File: config.mk
export PLATFORM = sky130hd
export DESIGN_NAME = data_memory_responder
export DESIGN_NICKNAME = d
export VERILOG_FILES = /design/src/rtl/data_memory_responder.sv
export SDC_FILE = /design/constraint.sdc
export NUM_CORES = 2
export LEC_CHECK = 0
export CAP_MARGIN = 10
export CORE_ASPECT_RATIO = 2
export CORE_UTILIZATION = 30
export CTS_CLUSTER_DIAMETER = 30
export DETAILED_ROUTE_END_ITERATION = 8
export PLACE_DENSITY = 0.52
export SYNTH_ARGS = -nofsm -noshare
export SYNTH_HDL_FRONTEND = slang
export SYNTH_SLANG_ARGS = --single-unit
File: constraint.sdc
create_clock -name clk -period 7.42 [get_ports clk]
set_clock_uncertainty 0.2 [all_clocks]
set_input_delay 1.113 -clock clk [delete_from_list [all_inputs] [get_ports clk]]
set_output_delay 1.113 -clock clk [all_outputs]
set_load 0.01 [all_outputs]
File: src/rtl/data_memory_responder.sv
// Data-memory responder: takes one-cycle read/write strobes and waits a fixed number
// of cycles. It then accesses an internal word array and returns a one-cycle ready pulse.
module data_memory_responder #(
    parameter int DATA_WIDTH  = 32,
    parameter int ADDR_WIDTH  = 6,
    parameter int WAIT_CYCLES = 1
) (
    input  logic                  clk,
    input  logic                  rst_n,
    input  logic                  data_memory_read,
    input  logic                  data_memory_write,
    input  logic [31:0]           address,
    input  logic [DATA_WIDTH-1:0] write_data,
    output logic [DATA_WIDTH-1:0] read_data,
    output logic                  ready,
    output logic                  error
);

    typedef enum logic [1:0] {IDLE, WAIT, RESP} state_t;

    localparam logic [3:0] CNT_INIT = 4'(WAIT_CYCLES - 1);

    state_t                  state;
    logic [3:0]              cnt;
    logic                    op_write;
    logic                    op_err;
    logic [ADDR_WIDTH-1:0]   idx;
    logic [DATA_WIDTH-1:0]   wdata;
    logic [DATA_WIDTH-1:0]   mem [2**ADDR_WIDTH];

    logic                    strobe;
    logic                    access;

    function automatic logic request_error(input logic [31:0] addr, input logic rd, input logic wr);
        return (addr[1:0] != 2'b00) || ((addr >> (ADDR_WIDTH + 2)) != 32'd0) || (rd && wr);
    endfunction

    assign strobe = data_memory_read | data_memory_write;
    assign access = (state == WAIT) && (cnt == 4'd0);

    // Request payload is plain data: captured in IDLE, never reset.
    always_ff @(posedge clk) begin
        if (state == IDLE && strobe) begin
            idx   <= address[ADDR_WIDTH+1:2];
            wdata <= write_data;
        end
    end

    // Gating with rst_n drops a write whose access edge coincides with reset.
    always_ff @(posedge clk) begin
        if (rst_n && access && op_write && !op_err) begin
            mem[idx] <= wdata;
        end
    end

    always_ff @(posedge clk or negedge rst_n) begin
        if (!rst_n) begin
            state     <= IDLE;
            cnt       <= 4'd0;
            op_write  <= 1'b0;
            op_err    <= 1'b0;
            ready     <= 1'b0;
            error     <= 1'b0;
            read_data <= '0;
        end else begin
            case (state)
                IDLE: begin
                    if (strobe) begin
                        op_write <= data_memory_write;
                        op_err   <= request_error(address, data_memory_read, data_memory_write);
                        cnt      <= CNT_INIT;
                        state    <= WAIT;
                    end
                end
                WAIT: begin
                    if (cnt != 4'd0) begin
                        cnt <= cnt - 4'd1;
                    end else begin
                        ready <= 1'b1;
                        error <= op_err;
                        if (op_err) begin
                            read_data <= '0;
                        end else if (!op_write) begin
                            read_data <= mem[idx];
                        end
                        state <= RESP;
                    end
                end
                RESP: begin
                    ready <= 1'b0;
                    error <= 1'b0;
                    state <= IDLE;
                end
                default: begin
                    ready <= 1'b0;
                    error <= 1'b0;
                    state <= IDLE;
                end
            endcase
        end
    end

endmodule

==> flow_summary.yaml <==
status:
  status: "complete, no violations"
finish:
  multi_input_area_sq_um: 17370
  finish.utilization: 0.3494
  nNetsFinal: 4234
  fillers: 25380
  seq_area_sq_um: 63830
  drive_gt1_frac: 0.2217
  syn_to_final_growth_pct: 15.82
routing:
  wl_per_cell_microns: 30.17
  drc: 0
  antenna_left: 0
  routed-via-count: 39710
  initialDrtViolationCount: 3160
  wl_microns: 238500
  via_per_inst: 5.025
  drtPass1Iterations: 5
cts:
  cts_setup_buffers: 0
  cts_max_path_buffers: 4
  clk_latency_ps: 870
  path_clk_slew_ps: 60
  cts-htree-levels: 4
  clock_sinks: 2134
  clock-root-buffer: "clkbuf_16"
  hold_buffers: 1
  cts.repair.resized: 0
  cts_buffers: 217
  cts_tree: "yes"
synthesis:
  synth-simple-area-share: 0.01575
  synth_fp_nets: 3975
  synth_top_family_by_area: "multiplexers"
  synth_xor_area_frac: 0.0001065
  syn_area_per_cell_sq_um: 21.06
  syn_inst: 3906
  synth_ff_type: "edfxtp_1"
  synth_edf_count: 2086
  ys_ff_latch: 2134
  ys_warn_count: 0
  async_reset_ff_frac: 0.01968
  synth_compound_area_frac: 0.03681
  ys_types: 54
  yosysSeqAreaShare: 0.7758
  synth.area.mux_share: 0.1517
  synth_fa_ha_area_frac: 0.0001521
  syn_area_sq_um: 82250
die:
  dieArea_sq_um: 276400
  io_pins: 102
  dieHeight_microns: 742.5
  die_w_microns: 372.2
  start_util: 0.3017
  rows: 271
  core_area_sq_um: 272600
sta:
  setup_tns_ps: 0
  fin_crit_sh: 0.6734
  maxSlewHeadroom: 0.1822
  setup_viol: 0
  whs_ps: 334.1
  hold_viol: 0
  slew_violations: 0
  setup_slack_ps: 2423
  rsz0062_at_grt: "no"
  worstMarginPinSlew_ps: 1224
  post-route-min-period_ps: 4997
  maxClockFrequency_mhz: 200.1
worst_setup_path:
  cp_data_required_time_ps: 7760
  worstSetupEndpointType: "flop"
  arrival_ps: 5340
  crit_fanout: 30
  crit_type: "flop to flop"
  cp-start-kind: "flop"
pwr:
  power_switching_share: 0.3140
  pwr-share-seq: 0.423
  finalPower_mw: 33.91
  peakVddDrop_mv: 0.2818
  pwr-share-clk: 0.327
  intPower_mw: 23.26
  p_per_area_nw_per_um2: 356.0
  p_switching_mw: 10.65
  leakage_nw: 30.05
  p_comb_frac: 0.251
grt:
  antenna_found_initial: 10
  grt_max_degree: 95
  grt_pass1_wl_microns: 332400
  grt_util_all_layers: 0.1715
  grt_pass1_vias: 41910
  grt_overflow: 0
placement:
  io_buffers: 101
  pre_cts_ws_ps: 2416
  gp_congestion: 0.8109
  dpl.hpwl_microns: 148200
min_path:
  hp-class: "flop to flop"
run:
  cap_violations: 0
-- worst max-delay path, cell delays in order, from the launching register on --
cell and delay, ps:
dfrtp_1 390, inv_1 80, ha_1 190, or3b_1 420, or2_2 350, nor4_1 810
buf_4 260, nand2_1 530, nor2_4 1100, buf_4 270
-- cell families after synthesis --
group | Yosys count
fa+ha+maj | 1
simple gates | 263
compound gates | 453
buf+inv | 227
mux | 827
xor+xnor | 1
flops | 2134
-- metrics by stage --
step,std cells,area (sq um)
2_1_floorplan,3906,82250
3_3_place_gp,7486,87910
5_1_grt,7900,95250
4_1_cts,7887,95190
3_5_place_dp,7492,88020
6_report,7903,95260
-- cells in the final DEF (no fill, tap or decap), drive strengths merged, types with 42 or more instances in the layout --
cell type and instances:
a22oi 200, mux2i 447, edfxtp 2086, nand2 49
mux2 51, clkdlybuf4s50 100, nor2b 45, mux4 329
inv 48, a211oi 43, dfrtp 42, clkinv 66
clkbuf 256, nor2 91, a21oi 131, buf 159
-- Yosys cell counts, types with 2 or more instances --
cell type  count  area share
edfxtp_1    2086        0.76
mux2i_1      447       0.054
mux4_2       325       0.089
a22oi_1      200       0.018
a21oi_1      131      0.0080
nor2_1        90      0.0041
buf_6         60      0.0082
clkbuf_1      57      0.0026
mux2_2        51      0.0070
buf_2         49      0.0030
nand2_1       49      0.0022
nor2b_1       45      0.0034
a211oi_1      43      0.0039
dfrtp_1       42       0.013
nor4_1        35      0.0027
buf_4         33      0.0030
o21ai_1       25      0.0015
nand3_1       21      0.0013
buf_1         12     0.00055
o21ai_0        8     0.00049
o22ai_1        8     0.00061
inv_1          7     0.00032
a221o_1        6     0.00073
a22o_1         6     0.00064
buf_12         6      0.0015
dfxtp_1        6      0.0015
a2111oi_0      5     0.00053
o211ai_1       5     0.00046
a221oi_1       4     0.00043
mux4_1         4      0.0013
nand3b_1       4     0.00037
buf_8          3     0.00055
nand2b_1       3     0.00023
nand4_1        3     0.00023
a21o_1         2     0.00018
a31oi_1        2     0.00015
and2_1         2     0.00015
nand4b_1       2     0.00021
o311ai_1       2     0.00021
or2_2          2     0.00015
or4_1          2     0.00018
-- registers in the layout (all words and copies together) (netlist names), named ones only --
signal     cells
wdata         32
error          1
read_data     32
state          2
cnt            4
idx            6
op_err         1
mem         2048
op_write       1
ready          1
-- area by class of cell --
class / count / area share
Antenna cell: 14 / 0.0003678
Inverter: 7 / 0.0002758
Timing Repair Buffer: 260 / 0.02522
Multi-Input combinational cell: 1545 / 0.1824
Clock buffer: 256 / 0.05963
Tap cell: 3549 / 0.04661
Clock inverter: 138 / 0.01551
Sequential cell: 2134 / 0.6700
-- power groups by stage --
stage                     combinational (mW)  clock (mW)  sequential (mW)
after CTS                               8.70        11.3             14.3
after global placement                  8.65           0             14.6
after floorplan                         5.35           0             14.8
after detailed placement                8.68           0             14.6
final                                   8.50        11.1             14.3
after global routing                    8.91        11.6             14.3
-- final timing paths --
| path | from | slack, ps | depth (start not counted) | to |
|---|---|---|---|---|
| min in group asynchronous | rst_n | 410 | 2 | state[0] |
| worst min register to register | error | 330 | 2 | error |
| worst max register to register | cnt[1] | 2420 | 9 | mem[42][24] |
| max in group asynchronous | rst_n | 5330 | 3 | read_data[27] |
| worst max-delay path | cnt[1] | 2420 | 9 | mem[42][24] |
| worst min-delay path | error | 330 | 2 | error |
-- per-layer routing --
layer | up-vias | global-route usage | part of all wire | wire length [microns]
li1 | 16780 | - | - | -
met1 | 21530 | 0.1850 | 0.35 | 84260
met2 | 1034 | 0.3343 | 0.57 | 136200
met3 | 370 | 0.01897 | 0.037 | 8875
met4 | 0 | 0.06577 | 0.038 | 9081
met5 | - | 0 | 0 | 0
Power figures use the tool's default switching activity.
